--- config.mk ---
export PLATFORM = sky130hd
export DESIGN_NAME = seq_alu
export DESIGN_NICKNAME = d
export VERILOG_FILES = /design/src/rtl/seq_alu_pkg.sv /design/src/rtl/seq_alu_mul.sv /design/src/rtl/seq_alu.sv
export SDC_FILE = /design/constraint.sdc
export NUM_CORES = 1
export LEC_CHECK = 0
export CORE_MARGIN = 4
export CORE_UTILIZATION = 40
export CTS_CLUSTER_SIZE = 14
export DETAILED_ROUTE_END_ITERATION = 10
export SETUP_SLACK_MARGIN = 0.2
export SYNTH_ARGS = -nofsm -noshare
export SYNTH_HDL_FRONTEND = slang
export SYNTH_SLANG_ARGS = --single-unit
export TNS_END_PERCENT = 50
--- constraint.sdc ---
create_clock -name clk -period 2.7 [get_ports clk]
set_input_delay 0.675 -clock clk [delete_from_list [all_inputs] [get_ports clk]]
set_output_delay 0.675 -clock clk [all_outputs]
set_load 0.005 [all_outputs]
--- src/rtl/seq_alu_pkg.sv ---
// seq_alu_pkg: op encodings and FSM state type shared by the seq_alu block.
package seq_alu_pkg;

    localparam logic [2:0] OP_AND = 3'b000;
    localparam logic [2:0] OP_OR  = 3'b001;
    localparam logic [2:0] OP_ADD = 3'b010;
    localparam logic [2:0] OP_SLL = 3'b011;
    localparam logic [2:0] OP_SRL = 3'b100;
    localparam logic [2:0] OP_MUL = 3'b101;
    localparam logic [2:0] OP_SUB = 3'b110;
    localparam logic [2:0] OP_SLT = 3'b111;

    typedef enum logic [1:0] {IDLE, BUSY, DONE} state_t;

endpackage

--- src/rtl/seq_alu_mul.sv ---
// seq_alu_mul: iterative shift-add multiplier, one multiplier bit per cycle over WIDTH cycles.
// product presents the final low WIDTH bits combinationally in the cycle done is high.
module seq_alu_mul #(
    parameter int WIDTH = 32
) (
    input  logic             clk,
    input  logic             rst_n,
    input  logic             start,
    input  logic [WIDTH-1:0] a,
    input  logic [WIDTH-1:0] b,
    output logic             busy,
    output logic             done,
    output logic [WIDTH-1:0] product
);
    localparam int CW = $clog2(WIDTH + 1);

    logic [CW-1:0]    cnt;
    logic [WIDTH-1:0] acc, mcand, mplier;

    assign busy    = cnt != '0;
    assign done    = cnt == CW'(1);
    assign product = acc + (mplier[0] ? mcand : '0);

    always_ff @(posedge clk or negedge rst_n) begin
        if (!rst_n) begin
            cnt    <= '0;
            acc    <= '0;
            mcand  <= '0;
            mplier <= '0;
        end else if (start) begin
            cnt    <= CW'(WIDTH);
            acc    <= '0;
            mcand  <= a;
            mplier <= b;
        end else if (busy) begin
            cnt    <= cnt - CW'(1);
            acc    <= product;
            mcand  <= mcand << 1;
            mplier <= mplier >> 1;
        end
    end

endmodule

--- src/rtl/seq_alu.sv ---
// seq_alu: handshaked sequential ALU (IDLE/BUSY/DONE) with registered result and flags.
// Define SEQ_ALU_MUL_EN to build the iterative MUL; otherwise op 101 returns a in one cycle.
module seq_alu
    import seq_alu_pkg::*;
#(
    parameter int WIDTH = 32
) (
    input  logic             clk,
    input  logic             rst_n,
    input  logic             in_valid,
    output logic             in_ready,
    input  logic [WIDTH-1:0] a,
    input  logic [WIDTH-1:0] b,
    input  logic [2:0]       op,
    output logic             out_valid,
    input  logic             out_ready,
    output logic [WIDTH-1:0] result,
    output logic             zero,
    output logic             carry,
    output logic             overflow
);
    localparam int SW = $clog2(WIDTH);

    state_t           state, state_nx;
    logic             accept, is_mul, mul_busy, mul_done, lt, alu_c, alu_v;
    logic [WIDTH-1:0] mul_p, alu_r;
    logic [WIDTH:0]   sum, diff;
    logic [SW-1:0]    sh;

`ifdef SEQ_ALU_MUL_EN
    assign is_mul = op == OP_MUL;
    seq_alu_mul #(.WIDTH(WIDTH)) u_mul (
        .clk     (clk),
        .rst_n   (rst_n),
        .start   (accept && is_mul),
        .a       (a),
        .b       (b),
        .busy    (mul_busy),
        .done    (mul_done),
        .product (mul_p)
    );
`else
    assign is_mul   = 1'b0;
    assign mul_busy = 1'b0;
    assign mul_done = 1'b0;
    assign mul_p    = '0;
`endif

    assign in_ready  = state == IDLE && !mul_busy;
    assign out_valid = state == DONE;
    assign accept    = in_valid && in_ready;

    assign sh   = b[SW-1:0];
    assign sum  = {1'b0, a} + {1'b0, b};
    assign diff = {1'b0, a} - {1'b0, b};
    assign lt   = $signed(a) < $signed(b);

    // diff[WIDTH] is the unsigned borrow, shared by SUB and SLT
    always_comb begin
        alu_r = op == OP_AND ? a & b :
                op == OP_OR  ? a | b :
                op == OP_ADD ? sum[WIDTH-1:0] :
                op == OP_SUB ? diff[WIDTH-1:0] :
                op == OP_SLT ? {{(WIDTH-1){1'b0}}, lt} :
                op == OP_SLL ? a << sh :
                op == OP_SRL ? a >> sh : a;
        alu_c = op == OP_ADD ? sum[WIDTH] :
                (op == OP_SUB || op == OP_SLT) ? diff[WIDTH] : 1'b0;
        alu_v = op == OP_ADD ? (a[WIDTH-1] == b[WIDTH-1]) && (sum[WIDTH-1] != a[WIDTH-1]) :
                op == OP_SUB ? (a[WIDTH-1] != b[WIDTH-1]) && (diff[WIDTH-1] != a[WIDTH-1]) : 1'b0;
    end

    always_ff @(posedge clk or negedge rst_n) begin
        if (!rst_n) state <= IDLE;
        else        state <= state_nx;
    end

    always_comb begin
        state_nx = state;
        case (state)
            IDLE:    state_nx = accept ? (is_mul ? BUSY : DONE) : IDLE;
            BUSY:    state_nx = mul_done ? DONE : BUSY;
            DONE:    state_nx = out_ready ? IDLE : DONE;
            default: state_nx = IDLE;
        endcase
    end

    always_ff @(posedge clk or negedge rst_n) begin
        if (!rst_n) begin
            result   <= '0;
            zero     <= 1'b0;
            carry    <= 1'b0;
            overflow <= 1'b0;
        end else if (accept && !is_mul) begin
            result   <= alu_r;
            zero     <= alu_r == '0;
            carry    <= alu_c;
            overflow <= alu_v;
        end else if (state == BUSY && mul_done) begin
            result   <= mul_p;
            zero     <= mul_p == '0;
            carry    <= 1'b0;
            overflow <= 1'b0;
        end
    end

endmodule

==> run metrics, run 1 <==
FF+latch count, synth 37; Max VDD drop 0.203 mV; io pins 108; Die Ht 179 µm; Core Region 0.0288 mm²; Initial DRT Pass Iterations 10; H-tree levels 2; Slew headroom 0.461; final WL 79.1 mm; Critical Path AT 3.91 ns; largest cells by area after synthesis ha_1 10%, mux4_2 8.1%, dfrtp_1 7.9%; crit path launch type primary input; Fin. Hold Viols 0; largest net degree at the start of global routing 38; Via-to-Cell Ratio 6.55; full die area 0.0320 mm²; TritonCTS clock tree yes; Synth Instances 1,639; most frequent cell on the critical path buf_4; Initial Util 0.406; # Max-Cap Violations 0; post-synth top area cell ha_1; number of buffers added on ports 107; CTS Sinks 37; Worst Path Max Fanout 12; Fill cells 2,073; die outline width 179 µm; ys flop type dfrtp_1; Worst path max stage delay 0.39 ns; initial antenna violation count 1; final antenna-violating net count 0; WP buf/inv 4; max-slew violation total from the final report 0; drt drc 0; TritonCTS Buffers 5; Netlist cell types 89; syn nets 1,809; maximum clock insertion buffer count 2; RSZ-0062 raised after global routing true; number of synthesized flops with an enable pin 0; delay-heaviest family, CP compound AO/OA/AOI/OAI gates; Root Driver clkbuf_16; Clk pin slew, worst setup/hold paths 0.06 ns; synthesis-to-layout area growth 85.1%; synthesized area per cell 7.14 µm²; Worst-Margin Slew 0.808 ns; Syn. warnings 0; Final Worst Setup Slack -1.02 ns; type of the worst setup path primary input to register; share of cells above drive strength 1 0.518; Power Total 6.75 mW; GRT overflow 0; status finished with violations; violated checks negative setup slack; minimum clock period after layout 3.72 ns; hold_buf cts 0; Final nets 2,618; CP Data Required Time 2.89 ns; Clk Latency, worst-skew pair 0.29 ns; CP max stage cell mux2_2; Critical Path, Cell by Cell buf_12 > buf_4 > mux2_2 > buf_4 > o2111ai_2 > o31ai_4 > nor4_4 > buf_4 > a211o_1 > o2111a_1 > nand4_1 > nor4b_2 > nand4_1 > o31ai_1; Synth top area share 0.104; mapped cell area 0.0117 mm²; post-DP HPWL 60.2 mm; Peak Freq 269 MHz; Critical Path End Type register; routed length per instance 27.9 µm; # rows 62; Clock Skews 0.00335 ns; Hold Path Class register to register; DR vias 18,600; Total GRT Usage 0.465; Static Leak 9.62 nW; Final GP Congestion 1.14; Final period util 1.38; power density over cell area 312 mW/mm²; DR iter-0 viols 2,810; Async SR Flop Fraction 1.00; Seq/Total Area, Yosys 0.0792; global-route wire length before repair 112 mm; vias in the first global route 18,000; final setup fails 35; Hold WS 0.462 ns
## stage by stage
stage                     setup slack [ns]  instances  utilization  area (µm²)  TNS [ns]
after global placement               -2.00       2715        0.635       18300    -43.81
final                                -1.02       2834        0.752       21700    -17.17
after detailed placement             -2.03       2715        0.635       18300    -44.14
after CTS                           -0.874       2816        0.729       21000    -14.39
after global routing                 -1.07       2833        0.752       21600    -18.81
after floorplan                     -0.829       1639            -       12000    -10.11
## kinds of logic (layout without fill, tap and decap cells)
| logic type | count (synthesis) | count (layout) | synth area share |
|---|---|---|---|
| XOR/XNOR | 21 | 21 | 0.0157 |
| AND/OR/NAND/NOR | 518 | 518 | 0.208 |
| multiplexers | 150 | 150 | 0.179 |
| AO/OA/AOI/OAI | 587 | 587 | 0.329 |
| adder cells (fa/ha/maj) | 99 | 99 | 0.107 |
| other | 0 | 1 | 0 |
| buffers and inverters | 227 | 1037 | 0.0815 |
| flip-flops | 37 | 37 | 0.0792 |
## final cells by class
type / count / area [µm²] / share of cell area
multi-input combinational: 1375 / 12000 / 0.553
timing repair buffer: 926 / 7660 / 0.354
sequential: 37 / 926 / 0.0428
tap: 384 / 480 / 0.0222
inverter: 103 / 427 / 0.0197
clock buffer: 5 / 125 / 0.00578
clock inverter: 3 / 46.3 / 0.00214
antenna: 1 / 2.50 / 0.000116
## synthesized netlist by cell type (all sizes together), types with 16 or more instances
cell      n
buf      55
a31oi    20
ha       97
nand2b   16
nor2    160
nand2   157
o211ai   30
mux2i    64
o21a     17
mux2     44
mux4     42
o21ai   120
inv     100
o31ai    23
a21oi   161
a22oi    16
nand3    35
dfrtp    37
nor3     42
clkbuf   69
o22ai    30
nor2b    25
a211oi   24
## cell usage in the layout (no fill, tap or decap), types with 12 or more instances in the layout
cell type          n
o22ai_1           26
a22oi_1           14
nand2_1          151
nor2_1           146
o21ai_0           76
a21oi_1          124
ha_1              54
nand4_1           15
nor3_1            28
a211oi_1          15
a21oi_2           28
dfrtp_1           37
nor2_2            13
buf_2             16
mux2i_1           52
clkdlybuf4s50_1   48
nor2b_1           21
o21a_1            16
ha_4              35
dlygate4sd2_1     13
buf_6             71
buf_4            734
mux2_2            36
nand3_1           31
mux4_2            42
o21ai_1           25
nand2b_1          15
inv_1             67
o211ai_1          30
o21ai_2           14
a31oi_1           12
buf_12            15
inv_2             27
## state kept, by name, summed over array words and instances (netlist names)
register	count
carry	1
state	2
result	32
zero	1
overflow	1
## per-layer routing
layer  global-route usage  part of all wire
met1                0.571              0.36
met2                0.737              0.43
met3               0.0957              0.12
met4                0.304             0.093
met5                    0                 0
## timing repair
action | 4_1_cts | 5_1_grt
pin swaps | 125 | 73
hold endpoints to repair | 0 | 0
setup endpoints to repair | 35 | 35
gates resized for setup | 534 | 129
cloned | 2 | 1
setup buffers | 91 | 16
## power breakdown
part	switching (mW)	total [mW]	internal, mW	leakage (nW)
Sequential	0.0738	0.763	0.689	0.456
Combinational	2.72	5.32	2.60	9.08
Clock	0.231	0.668	0.437	0.0800
## worst register-to-register path, stage by stage, from the launching register on
cell,delay [ns]
dfrtp_1,0.40
nor2_1,0.20
and2_1,0.30
o311ai_2,0.16
buf_4,0.16
nor3_1,0.23
a32oi_2,0.13
nor4b_4,0.29
nand4_1,0.17
o31ai_1,0.25
## final timing paths
| check | startpoint | endpoint | slack [ns] | cells after the start |
|---|---|---|---|---|
| max | b[0] | zero | -1.02 | 14 |
| min | result[30] | result[30] | 0.46 | 2 |
| max reg2reg | state[1] | zero | 0.32 | 9 |
| min reg2reg | result[30] | result[30] | 0.46 | 2 |
| max in group asynchronous | rst_n | zero | 1.71 | 1 |
| min in group asynchronous | rst_n | result[6] | 0.48 | 1 |
(Power assumes the default switching activity.)
==> run 2: changes to the inputs <==
- CORE_MARGIN: 4 -> unset
==> run 2 against run 1 <==
Compared with the run above:
- the flow still finishes with violations (negative setup slack)
- total power about the same
- clock-buffer cell count increased by 1
- largest cell class unchanged
- non-clock buffer count decreased by 2
==> run metrics, run 2 (same netlist as run 1, synthesis figures left out) <==
Slew headroom 0.276 (-0.185); # rows 62 (unchanged); Die Ht 173 µm (-3.4%); post-route cell area 0.0216 mm² (about the same); Fin. Hold Viols 0 (unchanged); minimum clock period after layout 3.76 ns (+0.0399 ns); # Max-Cap Violations 0 (unchanged); share of cells above drive strength 1 0.532 (+0.0139); violated checks negative setup slack; final WL 80.0 mm (+1.1%); GR Util met2 0.777 (+0.0395); die outline width 173 µm (-3.4%); Worst Reg2Reg Path Length in Cells 9 (unchanged); Reg2Reg Launch Point state[1]; io pins 108 (unchanged); Pint 3.72 mW (-0.30%); CP Data Required Time 2.87 ns (-0.02 ns); Critical Path AT 3.93 ns (+0.02 ns); P_sw 3.03 mW (+0.24%); Clk pwr share 0.101 (+0.002); Clk pin slew, worst setup/hold paths 0.06 ns (about the same); Worst path max stage delay 0.85 ns (+0.46 ns); Top Registers result x32, state x2; HP Start result[13]; Clk Latency, worst-skew pair 0.28 ns (about the same); routed length per instance 28.3 µm (+1.2%); pre-CTS setup slack -2.06 ns (-0.0306 ns); DR vias 18,800 (+1.3%); Reg2Reg Capture Point zero; sequential share of power 0.112 (about the same); Via-to-Cell Ratio 6.65 (+1.4%); Hold Crit Depth 2 (unchanged); global-route wire length before repair 113 mm (+0.89%); vias in the first global route 18,400 (+2.2%); Peak Freq 266 MHz (-1.1%); GRT overflow 0 (unchanged); Final period util 1.39 (+0.0148); Largest register FFs 32 (unchanged); Post-Layout Cell Count 2,832 (-0.071%); Core Region 0.0287 mm² (-0.27%); Static Leak 9.62 nW (about the same); number of buffers added on ports 107 (unchanged); flop-to-flop setup slack 0.39 ns (+0.07 ns); most frequent cells in the layout 728 x buf_4, 147 x nand2_1, 136 x nor2_1, 118 x a21oi_1, 82 x o21ai_0; Root Driver clkbuf_16; maximum clock insertion buffer count 2 (unchanged); fin util 0.754 (+0.00169); drt drc 0 (unchanged); initial antenna violation count 4 (+3); Cell Area, Placed 0.0183 mm² (about the same); Hold Path Class register to register; final setup TNS -14.67 ns (+2.50 ns); GR peak layer met2; met1 global-route usage 0.583 (+0.0123); synthesis-to-layout area growth 85.0% (about the same); TritonCTS Buffers 5 (unchanged); Power Total 6.75 mW (about the same); Reg with most FFs result; CTS Sinks 37 (unchanged); Worst-Margin Slew 1.09 ns (+0.278 ns); Final GP Congestion 1.12 (-2.0%); final antenna-violating net count 0 (unchanged); max-slew violation total from the final report 0 (unchanged); most frequent cell on the critical path buf_4; Critical Path End Type register; Clock Skews 0.00488 ns (+0.00153 ns); combinational share of power 0.787 (about the same); full die area 0.0299 mm² (-6.6%); GR Util met3 0.133 (+0.0371); crit path launch type primary input; status finished with violations; TritonCTS clock tree yes; Initial DRT Pass Iterations 10 (unchanged); Total GRT Usage 0.501 (+0.0359); RSZ-0062 raised after global routing true; final setup fails 35 (unchanged); Worst Path Max Fanout 9 (-3); hold endpoint result[13]; Initial Util 0.407 (+0.00110); Hold WS 0.463 ns (+0.00126 ns); largest net degree at the start of global routing 38 (unchanged); H-tree levels 2 (unchanged); Final Worst Setup Slack -1.06 ns (-0.0399 ns); Critical Path, Cell by Cell buf_6 > buf_8 > buf_4 > buf_4 > nor2b_1 > buf_4 > a21oi_1 > nand3_1 > a31oi_1 > a22o_1 > o31ai_1 > a211o_1 > o211ai_1 > o31ai_2; CP max stage cell a21oi_1; sw frac 0.450 (+0.00135); type of the worst setup path primary input to register; power density over cell area 312 mW/mm² (about the same); DR iter-0 viols 2,619 (-6.8%); post-DP HPWL 60.0 mm (-0.37%); commonest non-fill, non-tap cell in the layout buf_4; Final nets 2,616 (-0.076%); placed insts 2,721 (+0.22%); start point of the critical path b[3]; Max VDD drop 0.214 mV (+5.5%)
==> run 2: what timing repair did <==
| item | in CTS | in global routing |
|---|---|---|
| pin swaps | 117 | 89 |
| hold buffers | 0 | 0 |
| gates cloned | 3 | 0 |
| setup buffers | 77 | 22 |
| endpoints found under the setup margin | 35 | 35 |
| resized for setup | 545 | 191 |
==> run 2: power groups by stage <==
| stage | Sequential [mW] | Clock (mW) | Combinational [mW] |
|---|---|---|---|
| after global placement | 0.761 | 0 | 4.15 |
| final | 0.758 | 0.683 | 5.31 |
| after floorplan | 0.777 | 0 | 1.81 |
| after global routing | 0.778 | 0.709 | 5.47 |
| after CTS | 0.761 | 0.684 | 4.79 |
| after detailed placement | 0.768 | 0 | 4.19 |
==> run 2: worst max-delay path, delay by kind of cell <==
kind | cells | cell delay [ns]
AO/OA/AOI/OAI | 7 | 2.04
buffers and inverters | 5 | 0.70
AND/OR/NAND/NOR | 2 | 0.51
==> run 2: area by class of cell <==
cell class              count  area [µm²]
flip-flops and latches     37         926
diodes                      1        2.50
multi-input cells        1375       12000
fillers                  2112        7060
inverters                 103         425
repair buffers            924        7610
clock inverters             2        37.5
clock buffers               6         139
well taps                 384         480
==> run 2: worst max path at each step <==
| stage | to | slack, ns |
|---|---|---|
| after floorplan | zero | -0.83 |
| after global placement | zero | -2.04 |
| after detailed placement | zero | -2.06 |
| after CTS | zero | -0.82 |
| after global routing | zero | -0.98 |
| final | zero | -1.06 |
==> run 2: metal layers <==
layer	share of wire	wire length [µm]
met1	0.35	28000
met2	0.42	33500
met3	0.13	10000
met4	0.11	8460
met5	0.00032	26
